### src/rtl/demux_1x2_buf_pkg.sv
`default_nettype none
// +----------------------------------------------------------------------+
// | demux_1x2_buf_pkg : shared widths and channel occupancy encoding      |
// | Revision 1.0                                                         |
// +----------------------------------------------------------------------+
package demux_1x2_buf_pkg;

   localparam int C_DEF_WIDTH = 32;
   localparam int C_DEF_CNT_W = 16;

   typedef enum logic [1:0] {
      OCC_EMPTY = 2'd0,
      OCC_ONE   = 2'd1,
      OCC_TWO   = 2'd2
   } occ_e;

endpackage
`default_nettype wire

### src/rtl/demux_1x2_buf_if.sv
`default_nettype none
// +----------------------------------------------------------------------+
// | demux_1x2_buf_if : producer stream plus two consumer streams          |
// | Revision 1.0                                                         |
// +----------------------------------------------------------------------+
interface demux_1x2_buf_if
   import demux_1x2_buf_pkg::*;
#(
   parameter int WIDTH = C_DEF_WIDTH,
   parameter int CNT_W = C_DEF_CNT_W
) ();
   logic             in_valid;
   logic             in_ready;
   logic [WIDTH-1:0] in_data;
   logic             in_sel;
   logic             out1_valid;
   logic             out1_ready;
   logic [WIDTH-1:0] out1_data;
   logic             out2_valid;
   logic             out2_ready;
   logic [WIDTH-1:0] out2_data;
   logic [CNT_W-1:0] cnt1;
   logic [CNT_W-1:0] cnt2;

   modport master (
      output in_valid, in_data, in_sel, out1_ready, out2_ready,
      input  in_ready, out1_valid, out1_data, out2_valid, out2_data, cnt1, cnt2
   );

   modport slave (
      input  in_valid, in_data, in_sel, out1_ready, out2_ready,
      output in_ready, out1_valid, out1_data, out2_valid, out2_data, cnt1, cnt2
   );
endinterface
`default_nettype wire

### src/rtl/demux_1x2_buf_chan_fifo.sv
`default_nettype none
// +----------------------------------------------------------------------+
// | demux_chan_fifo : 2-entry elastic buffer with handshake counter       |
// | Revision 1.0                                                         |
// +----------------------------------------------------------------------+
module demux_chan_fifo
   import demux_1x2_buf_pkg::*;
#(
   parameter int WIDTH = C_DEF_WIDTH,
   parameter int CNT_W = C_DEF_CNT_W
) (
   input  logic             clk,
   input  logic             rst,
   input  logic             push_i,
   input  logic [WIDTH-1:0] data_i,
   input  logic             ready_i,
   output logic             valid_o,
   output logic             full_o,
   output logic [WIDTH-1:0] data_o,
   output logic [CNT_W-1:0] cnt_o
);
   occ_e             state_q, state_d;
   logic [WIDTH-1:0] head_q, head_d;
   logic [WIDTH-1:0] tail_q, tail_d;
   logic [CNT_W-1:0] cnt_q, cnt_d;
   logic             w_pop;

   assign w_pop = (state_q != OCC_EMPTY) && ready_i;

   always_ff @(posedge clk) begin
      if (rst) begin
         state_q <= OCC_EMPTY;
         head_q  <= '0;
         tail_q  <= '0;
         cnt_q   <= '0;
      end else begin
         state_q <= state_d;
         head_q  <= head_d;
         tail_q  <= tail_d;
         cnt_q   <= cnt_d;
      end
   end

   // Head is always the output word, so a pop from TWO shifts tail forward.
   always_comb begin
      state_d = state_q;
      head_d  = head_q;
      tail_d  = tail_q;
      cnt_d   = w_pop ? cnt_q + CNT_W'(1) : cnt_q;
      unique case (state_q)
         OCC_EMPTY: begin
            if (push_i) begin
               state_d = OCC_ONE;
               head_d  = data_i;
            end
         end
         OCC_ONE: begin
            if (push_i && w_pop) begin
               head_d = data_i;
            end else if (push_i) begin
               state_d = OCC_TWO;
               tail_d  = data_i;
            end else if (w_pop) begin
               state_d = OCC_EMPTY;
            end
         end
         OCC_TWO: begin
            if (w_pop) begin
               state_d = OCC_ONE;
               head_d  = tail_q;
            end
         end
         default: state_d = OCC_EMPTY;
      endcase
   end

   always_comb begin
      valid_o = (state_q != OCC_EMPTY);
      full_o  = (state_q == OCC_TWO);
      data_o  = head_q;
      cnt_o   = cnt_q;
   end
endmodule
`default_nettype wire

### src/rtl/demux_1x2_buf.sv
`default_nettype none
// +----------------------------------------------------------------------+
// | demux_1x2_buf : steers one stream to two buffered consumer channels   |
// | Revision 1.0                                                         |
// +----------------------------------------------------------------------+
module demux_1x2_buf
   import demux_1x2_buf_pkg::*;
#(
   parameter int WIDTH = C_DEF_WIDTH,
   parameter int CNT_W = C_DEF_CNT_W
) (
   input  logic            clk,
   input  logic            rst,
   demux_1x2_buf_if.slave  bus
);
   logic w_full1;
   logic w_full2;
   logic w_accept;
   logic w_push1;
   logic w_push2;

   // Readiness comes only from registered fullness, never from consumer ready.
   assign bus.in_ready = bus.in_sel ? !w_full1 : !w_full2;
   assign w_accept     = bus.in_valid && bus.in_ready;
   assign w_push1      = w_accept &&  bus.in_sel;
   assign w_push2      = w_accept && !bus.in_sel;

   demux_chan_fifo #(.WIDTH(WIDTH), .CNT_W(CNT_W)) u_chan1 (
      .clk     (clk),
      .rst     (rst),
      .push_i  (w_push1),
      .data_i  (bus.in_data),
      .ready_i (bus.out1_ready),
      .valid_o (bus.out1_valid),
      .full_o  (w_full1),
      .data_o  (bus.out1_data),
      .cnt_o   (bus.cnt1)
   );

   demux_chan_fifo #(.WIDTH(WIDTH), .CNT_W(CNT_W)) u_chan2 (
      .clk     (clk),
      .rst     (rst),
      .push_i  (w_push2),
      .data_i  (bus.in_data),
      .ready_i (bus.out2_ready),
      .valid_o (bus.out2_valid),
      .full_o  (w_full2),
      .data_o  (bus.out2_data),
      .cnt_o   (bus.cnt2)
   );
endmodule
`default_nettype wire
### src/flat_wrapper.sv
// flat-port wrapper written by rule: the top's interface ports become plain ports
module demux_1x2_buf_flat import demux_1x2_buf_pkg::*;
#(
   parameter int WIDTH = C_DEF_WIDTH,
   parameter int CNT_W = C_DEF_CNT_W
)
  (clk, rst, bus_in_valid, bus_in_data, bus_in_sel, bus_out1_ready, bus_out2_ready, bus_in_ready, bus_out1_valid, bus_out1_data, bus_out2_valid, bus_out2_data, bus_cnt1, bus_cnt2);
  demux_1x2_buf_if #(.WIDTH(WIDTH), .CNT_W(CNT_W)) bus_i ();
  input  logic clk;
  input  logic rst;
  input wire logic [$bits(bus_i.in_valid)-1:0] bus_in_valid;
  input wire logic [$bits(bus_i.in_data)-1:0] bus_in_data;
  input wire logic [$bits(bus_i.in_sel)-1:0] bus_in_sel;
  input wire logic [$bits(bus_i.out1_ready)-1:0] bus_out1_ready;
  input wire logic [$bits(bus_i.out2_ready)-1:0] bus_out2_ready;
  output wire logic [$bits(bus_i.in_ready)-1:0] bus_in_ready;
  output wire logic [$bits(bus_i.out1_valid)-1:0] bus_out1_valid;
  output wire logic [$bits(bus_i.out1_data)-1:0] bus_out1_data;
  output wire logic [$bits(bus_i.out2_valid)-1:0] bus_out2_valid;
  output wire logic [$bits(bus_i.out2_data)-1:0] bus_out2_data;
  output wire logic [$bits(bus_i.cnt1)-1:0] bus_cnt1;
  output wire logic [$bits(bus_i.cnt2)-1:0] bus_cnt2;
  assign bus_i.in_valid = bus_in_valid;
  assign bus_i.in_data = bus_in_data;
  assign bus_i.in_sel = bus_in_sel;
  assign bus_i.out1_ready = bus_out1_ready;
  assign bus_i.out2_ready = bus_out2_ready;
  assign bus_in_ready = bus_i.in_ready;
  assign bus_out1_valid = bus_i.out1_valid;
  assign bus_out1_data = bus_i.out1_data;
  assign bus_out2_valid = bus_i.out2_valid;
  assign bus_out2_data = bus_i.out2_data;
  assign bus_cnt1 = bus_i.cnt1;
  assign bus_cnt2 = bus_i.cnt2;
  demux_1x2_buf #(.WIDTH(WIDTH), .CNT_W(CNT_W)) u_core (.clk(clk), .rst(rst), .bus(bus_i));
endmodule
### config.mk
export PLATFORM = sky130hd
export DESIGN_NAME = demux_1x2_buf_flat
export DESIGN_NICKNAME = d
export VERILOG_FILES = /design/src/rtl/demux_1x2_buf_pkg.sv /design/src/rtl/demux_1x2_buf_if.sv /design/src/rtl/demux_1x2_buf_chan_fifo.sv /design/src/rtl/demux_1x2_buf.sv /design/src/flat_wrapper.sv
export SDC_FILE = /design/constraint.sdc
export NUM_CORES = 1
export LEC_CHECK = 0
export BUFFER_PORTS_ARGS = -buffer_cell sky130_fd_sc_hd__buf_4
export CORE_AREA = 2 2 121 123
export DETAILED_ROUTE_END_ITERATION = 10
export DIE_AREA = 0 0 123 125
export PLACE_DENSITY = 0.78
export SLEW_MARGIN = 20
export SYNTH_ARGS = -nofsm -noshare
export SYNTH_HDL_FRONTEND = slang
export SYNTH_SLANG_ARGS = --single-unit
### constraint.sdc
create_clock -name clk -period 2.6 [get_ports clk]
set_input_delay 0.13 -clock clk [delete_from_list [all_inputs] [get_ports clk]]
set_output_delay 0.13 -clock clk [all_outputs]
set_load 0.05 [all_outputs]
After elaboration in Yosys (flattened, before gate mapping)
Cells that the tools add are included.
Widths: inputs -> output; s select.
{"block": "classes", "add_sub_neg": 2, "magnitude_cmp": 0, "n_mul": 0, "mux": 21, "eq_ne": 14, "bitwise_logic": 2, "shifts": 0, "reduce_logical": 22, "n_div": 0}
{"op": "$mux 32", "n": 6}
{"op": "$pmux 32 s3", "n": 2}
{"op": "$add 16x1->16 const B", "n": 2}
{"op": "$mux 2", "n": 10}
{"op": "$ne 2x2->1 const B", "n": 8}
{"op": "$reduce_and 4->1", "n": 4}
{"op": "$pmux 2 s3", "n": 2}
{"op": "$logic_and 1x1->1", "n": 7}
{"op": "$ne 3x3->1 const B", "n": 2}
{"op": "$reduce_and 3->1", "n": 2}
{"op": "$reduce_bool 3->1", "n": 2}
{"op": "$eq 2x1->1 const B", "n": 2}
{"op": "$eq 2x2->1 const B", "n": 2}
{"op": "$logic_not 2->1", "n": 2}
{"op": "$reduce_bool 2->1", "n": 2}
{"op": "$logic_not 1->1", "n": 3}
{"op": "$not 1->1", "n": 2}
{"op": "$mux 1", "n": 1}
{"block": "word_totals", "n_memories": 0, "register_bits": 164, "latch_bits": 0, "inputBits": 38, "mem_bits_rw": 0, "word_cells": 69, "output_inout_bits": 99, "rom_bits": 0}

Depth between registers and ports, before layout
Gate-level depths: netlist of run 1.
{"block": "logic_depth", "depth_word": 8, "depth_mapped": 7, "depth_no_buf": 5}

Hierarchy
From an unflattened synthesis of run 1, not the netlist that was laid out.
{"block": "unflattened", "cells_unflattened": 845, "area_unflattened_um2": 6785.3}
{"mod": "demux_chan_fifo", "cells_each": 421, "seq_area_each_um2": 1641.6, "area_each_um2": 3379.5, "instances": 2}
{"mod": "demux_1x2_buf", "cells_each": 3, "seq_area_each_um2": 0.0, "area_each_um2": 26.3, "instances": 1}

Worst setup path before layout of run 1
Ideal clock, no wire load.
{"block": "synth_timing", "kind": "register to register", "start": "register u_core.u_chan2.cnt_q[0], in the netlist u_core.u_chan2.cnt_o[0]", "end": "register u_core.u_chan2.cnt_q[14], in the netlist u_core.u_chan2.cnt_o[14]", "arrival_time_ns": 2.025, "setup_ns": 0.070, "required_ns": 2.530, "n_path_buf": 1, "path_stages_with_launch": 7, "period_less_slack_ns": 2.095, "path_slack_ns": 0.505, "path_cell_list": "dfxtp_1 ha_1 o211ai_1 or2_1 clkbuf_2 or4_1 a21oi_1"}
{"block": "synth_via", "elab_chain_cells": 1}
{"item": "start, declared", "line": "demux_1x2_buf_chan_fifo.sv:25", "source": "logic [CNT_W-1:0] cnt_q, cnt_d;"}
{"item": "start signal, assigned", "line": "demux_1x2_buf_chan_fifo.sv:40", "source": "cnt_q <= cnt_d;"}
{"item": "$add 16x1->16", "line": "demux_1x2_buf_chan_fifo.sv:49", "source": "cnt_d = w_pop ? cnt_q + CNT_W'(1) : cnt_q;"}
Every way passes these cells.
A chain may end at the register's enable or synchronous reset.

Final worst setup path of run 1
{"block": "layout_timing", "start": "register u_core.u_chan1.state_q[1]", "end": "output port bus_in_ready"}
{"block": "layout_via", "elab_chain_cells": 3}
{"item": "start, declared", "line": "demux_1x2_buf_chan_fifo.sv:22", "source": "occ_e state_q, state_d;"}
{"item": "start signal, assigned", "line": "demux_1x2_buf_chan_fifo.sv:37", "source": "state_q <= state_d;"}
{"item": "$eq 2x2->1", "line": "demux_1x2_buf_chan_fifo.sv:79", "source": "full_o = (state_q == OCC_TWO);"}
{"item": "$logic_not 1->1", "line": "demux_1x2_buf.sv:23", "source": "assign bus.in_ready = bus.in_sel ? !w_full1 : !w_full2;"}
{"item": "$mux 1", "line": "demux_1x2_buf.sv:23"}
{"item": "end, declared", "line": "flat_wrapper.sv:16", "source": "output wire logic [$bits(bus_i.in_ready)-1:0] bus_in_ready;"}
Every way passes these cells.

==> results.cfg, run 1 <==
[logic_synthesis]
ys_warn_count = 0
ys_seq_area_frac = 0.492
synthArstFlopShare = 0
synth-edff-count = 0
syn_inst = 761
synth_area_mm2 = 0.00667
ys_types = 37
ys_seq_elements = 164
syn_nets = 801
syn_area_per_cell_um2 = 8.76
synth_flop_cell = dfxtp_1

[global_route]
track_usage = 0.207
grt_pass1_vias = 5280
grt_max_degree = 72
grt-ovfl-total = 0
grt_pass1_wl_um = 25400
antenna_found_initial = 0

[placement]
postPlaceCellArea_mm2 = 0.00785
place_ws_ns = 0.721
gp_congestion = 0.743
dp_cells = 1034
dp_hpwl_um = 9690
port_buffers = 136

[routing]
wl_per_cell_um = 14.6
drc = 0
drt_iter0_drc = 375
num_vias = 5724
firstDrtPassIters = 4
met2_length_um = 7530
wl_um = 16100
wl_met1_um = 7230
final_antenna_net_count = 0
routed_via_density = 5.22
dr_wl_met3_um = 984
top_layer = met4

[setup_path]
crit_fanout = 34
crit_path_end_kind = output port
startpoint_type = flop
max_stage_delay_ns = 0.56
crit_arrival_ns = 2.09
cp.required_ns = 2.47
worstPathCellList = nor2b_4 > buf_4 > a21oi_1 > buf_4
crit_path_top_delay_cell = dfxtp_1
crit_type = reg2out
timing.critical_path.mode_cell = buf_4

[pwr]
power_density_mw_per_mm2 = 688
pwr-share-seq = 0.441
pwr-share-comb = 0.138
p_int_uw = 4460
leakagePower_uw = 0.00351
p_switching_uw = 1580
peakVddDrop_v = 0.000403
clock_power_share = 0.420
swShare = 0.262

[layout]
syn2layout_area_growth_pct = 31.6
nNetsFinal = 941
stdcell_count = 1097
final_area_mm2 = 0.00877
ff_latch_area_mm2 = 0.00328
fillCellCount = 1215
drive_gt1_frac = 0.203
multi_input_area_mm2 = 0.00317
diodes = 0

[floorplanning]
fp.dieW_um = 123
rows = 44
die_h_um = 125
coreArea_mm2 = 0.0142
initial_utilization = 0.469
ios = 137
dieArea_mm2 = 0.0154

[cts]
ctsHtreeMaxLevel = 4
hold_buffers = 32
cts_setup_buffers = 0
root_buffer = clkbuf_16
clk_latency_ns = 0.42
numClockSinks = 164
post_cts_resize_count = 0
clk_pin_slew_ns = 0.06
clockBufferDepth = 2
numCtsBuffers = 17
cts_tree = yes

[timing]
max_freq_mhz = 450
timing.final.ws_setup_ns = 0.376
timing.final.crit_period_ns = 2.22
relSlewSlack = 0.463
fin_crit_sh = 0.855
finalSetupTns_ns = 0
hold_slack_ns = 0.0618
finalSetupViolations = 0
fin_skew_ns = 0.00750
maxSlewViolCount = 0
grt_setup_unrepaired = false
worst_pin_slew_ns = 0.805
hold_viol = 0

[flow_run]
maxCapViolCount = 0

[min_path]
holdCritPathClass = in2reg

[outcome]
run_status = finished, final reports clean
[power by group through the flow]
stage	Sequential [µW]	Combinational (µW)	Clock, µW
5_1_grt	2680	892	2700
6_report	2670	835	2540
3_3_place_gp	2720	789	0
3_5_place_dp	2720	798	0
2_1_floorplan	2980	259	0
4_1_cts	2670	839	2580
[sequential cells by signal, summed over array words and instances, names as in the netlist]
signal	flops
u_core.u_chan1.cnt_o	16
u_core.u_chan1.data_o	32
u_core.u_chan1.state_q	2
u_core.u_chan1.tail_q	32
u_core.u_chan2.cnt_o	16
u_core.u_chan2.data_o	32
u_core.u_chan2.state_q	2
u_core.u_chan2.tail_q	32
[area by class of cell]
class | instances | share of cell area
inverter | 2 | 0.000856
multi-input combinational | 538 | 0.361
clock buffer | 24 | 0.0583
clock inverter | 7 | 0.0107
tap | 184 | 0.0262
sequential | 164 | 0.374
timing repair buffer | 178 | 0.169
[routing by layer]
metal / global-route usage / vias to the layer above
met1: 0.256 / 2635
met4: 0.0869 / 0
met5: 0 / -
met3: 0.0648 / 27
met2: 0.333 / 126
li1: - / 2936
[per-stage QoR]
step | total power, µW | utilization
final | 6040 | 0.618
after CTS | 6080 | 0.618
after floorplan | 3240 | -
after global placement | 3510 | 0.553
after detailed placement | 3520 | 0.553
after global routing | 6270 | 0.618
[cells by family after synthesis]
kind of cell,count (synthesis),synth area share
XOR/XNOR,19,0.0250
buffers and inverters,59,0.0366
AO/OA/AOI/OAI,162,0.155
multiplexers,68,0.102
AND/OR/NAND/NOR,287,0.185
flip-flops,164,0.492
adder cells (fa/ha/maj),2,0.00375
[cell usage in the layout (no fill, tap or decap), types with 2 or more instances in the layout]
cell           Yosys  final
clkbuf_8           0      6
or3_1              8      8
nand3b_1           2      2
and4_1             4      4
nand4_1            8      8
xnor2_1            5      5
nand2_1          138    138
o21ai_0            6      6
o31ai_4            1      2
o31ai_1            5      5
nor3_2             0      2
and2_1             5      5
xor2_1            14     14
o21a_1             4      4
bufinv_16          0      2
inv_1              2      2
a211oi_1          64     64
a21oi_1           77     77
clkinv_2           0      2
clkbuf_16          0     17
dlygate4sd3_1      0     32
o22a_1             2      2
buf_4              0    141
clkinvlp_4         0      2
nand3_1            9      9
dfxtp_1          164    164
nor2_1            91     91
buf_12             0      5
or4_1              5      5
nand2b_1           5      4
mux2i_1           68     68
or2_2              2      2
ha_1               2      2
[worst paths after layout]
| check | start | endpoint | slack (ns) | cells past startpoint |
|---|---|---|---|---|
| worst max-delay path | u_core.u_chan1.state_q[1]$_SDFFE_PP0P_ | bus_in_ready | 0.38 | 4 |
| worst min register to register | u_core.u_chan2.tail_q[7]$_SDFFE_PP0P_ | u_core.u_chan2.tail_q[7]$_SDFFE_PP0P_ | 0.45 | 2 |
| worst max register to register | u_core.u_chan1.state_q[1]$_SDFFE_PP0P_ | u_core.u_chan1.cnt_o[15]$_SDFFE_PP0P_ | 0.69 | 4 |
| worst min-delay path | bus_out2_ready | u_core.u_chan2.state_q[1]$_SDFFE_PP0P_ | 0.06 | 4 |
[worst max-delay path, delay by kind of cell, from the launching register on]
family                 cells  cell delay, ns
AOI/OAI and AO/OA          1            0.15
and+or+nand+nor            1            0.21
DFF                        1            0.56
buffers and inverters      2            0.75
[cells in the mapped netlist, types with 2 or more instances]
| master | n | area share |
|---|---|---|
| a211oi_1 | 64 | 0.072 |
| a21oi_1 | 77 | 0.058 |
| and2_1 | 5 | 0.0047 |
| and4_1 | 4 | 0.0053 |
| buf_2 | 17 | 0.013 |
| clkbuf_1 | 39 | 0.022 |
| dfxtp_1 | 164 | 0.49 |
| ha_1 | 2 | 0.0038 |
| inv_1 | 2 | 0.0011 |
| mux2i_1 | 68 | 0.10 |
| nand2_1 | 138 | 0.078 |
| nand2b_1 | 5 | 0.0047 |
| nand3_1 | 9 | 0.0068 |
| nand3b_1 | 2 | 0.0023 |
| nand4_1 | 8 | 0.0075 |
| nor2_1 | 91 | 0.051 |
| nor2b_1 | 2 | 0.0019 |
| nor3_1 | 3 | 0.0023 |
| o21a_1 | 4 | 0.0045 |
| o21ai_0 | 6 | 0.0045 |
| o22a_1 | 2 | 0.0026 |
| o31ai_1 | 5 | 0.0056 |
| or2_2 | 2 | 0.0019 |
| or3_1 | 8 | 0.0075 |
| or4_1 | 5 | 0.0056 |
| xnor2_1 | 5 | 0.0066 |
| xor2_1 | 14 | 0.018 |
Note: power is estimated with default switching activity, not from simulation.
==> run 2, diff against run 1 <==
Settings changed: BUFFER_PORTS_ARGS -buffer_cell sky130_fd_sc_hd__buf_4 to unset, DONT_BUFFER_PORTS set to 1, PLACE_DENSITY 0.78 to 0.69.
==> run 2 against run 1 <==
Compared with the run above: global-route usage is 1.2 points higher; critical path depth is 2 higher; via count is 2.3% lower; sequential power is 10% higher; core utilization is 4.1 points lower; critical path type is now reg2reg; highest routed layer unchanged.
==> results.cfg, run 2 (synthesis gave the netlist of run 1 again) <==
[flow_run]
maxCapViolCount = 0

[global_route]
track_usage = 0.219
grt-ovfl-total = 0
grt_pass1_wl_um = 26900
grt_max_degree = 134
antenna_found_initial = 0
grt_pass1_vias = 5446

[layout]
layout_common_cells = dfxtp_1 (163), nand2_1 (138), nor2_1 (91), a21oi_1 (77), mux2i_1 (68)
drive_gt1_frac = 0.0882
multi_input_area_mm2 = 0.00317
syn2layout_area_growth_pct = 22.9
final_core_util = 0.577
fillCellCount = 1227
nNetsFinal = 855
final_common_cell = dfxtp_1
ff_latch_area_mm2 = 0.00328
stdcell_count = 1012
diodes = 0

[floorplanning]
initial_utilization = 0.469
ios = 137
die_h_um = 125
dieArea_mm2 = 0.0154
rows = 44
fp.dieW_um = 123
coreArea_mm2 = 0.0142

[setup_path]
max_stage_delay_ns = 0.57
crit_arrival_ns = 2.75
crit_fanout = 10
cp_top_family = simple AND/OR/NAND/NOR gates
cp.required_ns = 2.97
crit_path_top_delay_cell = or4_1
crit_type = reg2reg
crit_path_end_kind = flop
crit_buf_inv = 2
startpoint_type = flop
worstPathCellList = buf_4 > and4_1 > nand4_2 > or4_1 > a21oi_1 > dlygate4sd3_1

[cts]
numClockSinks = 164
root_buffer = clkbuf_16
cts_tree = yes
ctsHtreeMaxLevel = 4
clk_latency_ns = 0.42
cts_setup_buffers = 0
numCtsBuffers = 17
clockBufferDepth = 2
clk_pin_slew_ns = 0.06

[placement]
port_buffers = 0
gp_congestion = 0.794
dp_hpwl_um = 10400
dp_cells = 920

[timing]
grt_setup_unrepaired = false
worst_pin_slew_ns = 0.648
max_freq_mhz = 420
hold_viol = 0
finalSetupTns_ns = 0
fin_skew_ns = 0.00641
relSlewSlack = 0.567
hold_slack_ns = 0.0430
fin_crit_sh = 0.917
maxSlewViolCount = 0
timing.final.crit_period_ns = 2.38
finalSetupViolations = 0

[routing]
num_vias = 5592
routed_via_density = 5.53
drc = 0
wl_per_cell_um = 16.5
firstDrtPassIters = 5
final_antenna_net_count = 0
drt_iter0_drc = 356
wl_um = 16700

[pwr]
finalPower_uw = 5940
peakVddDrop_v = 0.000497
leakagePower_uw = 0.00312
power_density_mw_per_mm2 = 725

[outcome]
run_status = finished, final reports clean

[min_path]
holdCritPathClass = in2reg
==> run 2: cell count changes in the layout (fill, tap and decap cells not counted), sizes merged <==
cell | previous run | this run
dlygate4sd3 | 32 | 59
inv | 3 | 2
buf | 146 | 33
clkinv | 2 | 4
clkinvlp | 2 | 1
bufinv | 2 | 3
==> run 2: power by group <==
group,switching [µW],internal (µW)
Clock,966,1640
Combinational,231,167
Sequential,336,2610
==> run 2: area by class of cell <==
class	instances	area share
Inverter	2	0.000916
Tap cell	184	0.0281
Multi-Input combinational cell	538	0.387
Clock inverter	8	0.0148
Timing Repair Buffer	92	0.108
Clock buffer	24	0.0612
Sequential cell	164	0.401
==> run 2: stage by stage <==
step | setup slack [ns] | area, µm²
finish | 0.217 | 8200
detailed placement | 0.694 | 6960
floorplan | 0.505 | 6670
global placement | 0.764 | 6960
global route | 0.110 | 8200
CTS | 0.151 | 8200
==> run 2: final timing paths <==
kind / start / end / slack, ns / depth (start not counted)
setup / recovery: u_core.u_chan2.cnt_o[4]$_SDFFE_PP0P_ / u_core.u_chan2.cnt_o[15]$_SDFFE_PP0P_ / 0.22 / 6
hold / removal: bus_out1_ready / u_core.u_chan1.state_q[0]$_SDFFE_PP0P_ / 0.04 / 3
setup reg to reg: u_core.u_chan2.cnt_o[4]$_SDFFE_PP0P_ / u_core.u_chan2.cnt_o[15]$_SDFFE_PP0P_ / 0.22 / 6
hold reg to reg: u_core.u_chan2.tail_q[15]$_SDFFE_PP0P_ / u_core.u_chan2.tail_q[15]$_SDFFE_PP0P_ / 0.45 / 2
==> run 2: worst register-to-register path, cell delays in order, from the launching register on <==
cell	delay (ns)
dfxtp_1	0.31
buf_4	0.22
and4_1	0.30
nand4_2	0.23
or4_1	0.57
a21oi_1	0.14
dlygate4sd3_1	0.55
==> run 2: repair_timing <==
| item | CTS | global route |
|---|---|---|
| hold buffers | 60 | 0 |
| hold endpoints to repair | 164 | 0 |
| gates resized for setup | 0 | 1 |
| setup endpoints to repair | 0 | 1 |
==> run 2: routing by layer <==
| layer | global-route usage | vias to the layer above | wire length, µm |
|---|---|---|---|
| li1 | - | 2745 | - |
| met1 | 0.253 | 2656 | 6830 |
| met2 | 0.371 | 170 | 8190 |
| met3 | 0.0794 | 21 | 1390 |
| met4 | 0.0769 | 0 | 293 |
| met5 | 0 | - | 0 |
==> run 3, diff against run 2 <==
Clock period 2.6 ns to 2.2 ns, I/O delays scaled along.
==> run 3 against run 2 <==
Compared with the run above: core utilization up 2.9 points; critical path depth up 1; final cell count up 4.0%; die area unchanged; sequential share of layout area down 1.9 points; hold slack worse by 0.021 ns; first-iteration DRC count up 22%; wire length up 7.1%; largest power group unchanged; combinational power up 24%; clock-buffer cell count down 4; setup slack worse by 0.11 ns; final area up 5.0%.
==> results.cfg, run 3 (synthesis gave the netlist of run 1 again) <==
[global_route]
grt_pass1_wl_um = 28600
antenna_found_initial = 0
grt-ovfl-total = 0
grt_max_degree = 110
grt_pass1_vias = 5729
track_usage = 0.236

[flow_run]
maxCapViolCount = 0

[placement]
gp_congestion = 0.811
port_buffers = 0
postPlaceCellArea_mm2 = 0.00704
place_ws_ns = 0.141
dp_hpwl_um = 10600

[timing]
hold_viol = 0
relSlewSlack = 0.285
fin_skew_ns = 0.0137
timing.final.ws_setup_ns = 0.104
fin_crit_sh = 0.953
timing.final.crit_period_ns = 2.10
maxSlewViolCount = 0
finalSetupTns_ns = 0
worst_pin_slew_ns = 1.07
finalSetupViolations = 0
max_freq_mhz = 477

[outcome]
run_status = finished, final reports clean

[layout]
final_core_util = 0.606
drive_gt1_frac = 0.104
nNetsFinal = 895
diodes = 0
final_common_cell = dfxtp_1
final_area_mm2 = 0.00860
layout_common_cells = dfxtp_1 (163), nand2_1 (138), nor2_1 (91), dlygate4sd3_1 (88), a21oi_1 (77)
syn2layout_area_growth_pct = 29.0

[cts]
clk_pin_slew_ns = 0.07
ctsHtreeMaxLevel = 4
cts_setup_buffers = 0
root_buffer = clkbuf_16
numClockSinks = 164
numCtsBuffers = 17
cts_tree = yes
clk_latency_ns = 0.43
clockBufferDepth = 2

[min_path]
holdCritPathClass = in2reg

[routing]
top_layer = met4
routed_via_density = 5.49
dr_wl_met3_um = 1400
num_vias = 5778
wl_per_cell_um = 17.0
drc = 0
met2_length_um = 8640
drt_iter0_drc = 433
wl_met1_um = 7460
final_antenna_net_count = 0
firstDrtPassIters = 6
wl_um = 17900

[pwr]
pwr-share-seq = 0.488
clock_power_share = 0.443
swShare = 0.266
pwr-share-comb = 0.069
leakagePower_uw = 0.00336
peakVddDrop_v = 0.000484
finalPower_uw = 7110
p_int_uw = 5220
p_switching_uw = 1890
power_density_mw_per_mm2 = 826

[floorplanning]
coreArea_mm2 = 0.0142
die_h_um = 125
initial_utilization = 0.469
dieArea_mm2 = 0.0154
fp.dieW_um = 123
ios = 137
rows = 44

[setup_path]
cp.required_ns = 2.57
crit_arrival_ns = 2.47
reg2reg_slack_ns = 0.10
startpoint_type = flop
crit_path_end_kind = flop
crit_fanout = 10
crit_type = reg2reg
## run 3: cell count changes in the layout (fill, tap and decap cells not counted), moves of 3 or more
cell	before	now
dlygate4sd3_1	59	88
buf_4	30	39
clkbuf_8	5	1
clkinvlp_4	1	5
a211oi_1	64	61
a211oi_2	0	3
## run 3: stage by stage
step | cells | hold slack, ns
after floorplan | 761 | 0.246
after global placement | 931 | 0.191
after detailed placement | 931 | 0.196
after CTS | 1052 | 0.00743
after global routing | 1052 | 0.0105
final | 1052 | 0.0224
## run 3: final timing paths
check                                          from                                      to  depth (start not counted)
max          u_core.u_chan1.state_q[1]$_SDFFE_PP0P_   u_core.u_chan1.cnt_o[14]$_SDFFE_PP0P_                          7
min                                  bus_out1_ready  u_core.u_chan1.state_q[0]$_SDFFE_PP0P_                          3
max reg2reg  u_core.u_chan1.state_q[1]$_SDFFE_PP0P_   u_core.u_chan1.cnt_o[14]$_SDFFE_PP0P_                          7
min reg2reg  u_core.u_chan2.tail_q[12]$_SDFFE_PP0P_  u_core.u_chan2.tail_q[12]$_SDFFE_PP0P_                          2
## run 3: cell type report
cell class / instances / area [µm²]
multi-input cells: 538 / 3190
flip-flops and latches: 164 / 3280
repair buffers: 132 / 1260
well taps: 184 / 230
inverters: 2 / 7.51
clock inverters: 12 / 180
fillers: 1180 / 5600
clock buffers: 20 / 447
## run 3: repair_timing
| action | CTS | global route |
|---|---|---|
| endpoints found under the hold margin | 164 | 0 |
| gates resized for setup | 0 | 9 |
| hold buffers | 89 | 0 |
| endpoints found under the setup margin | 0 | 7 |
## run 3: layer usage
layer  global-route usage  up-vias
met3               0.0830       33
li1                     -     2827
met5                    0        -
met1                0.279     2736
met4                0.101        0
met2                0.384      182
## run 3: power groups by stage
stage                     clock network (µW)  logic (µW)  registers (µW)
after floorplan                            0         306            3530
after global placement                     0         350            3530
after detailed placement                   0         363            3540
after CTS                               3170         482            3470
after global routing                    3340         540            3480
final                                   3150         492            3470
## run 3: worst max-delay path: stages, from the launching register on
cell and delay, ns:
dfxtp_2 0.36, buf_6 0.14, o2111a_1 0.24, buf_4 0.16, nand2_1 0.10, or3_1 0.35, a21oi_1 0.14, dlygate4sd3_1 0.56
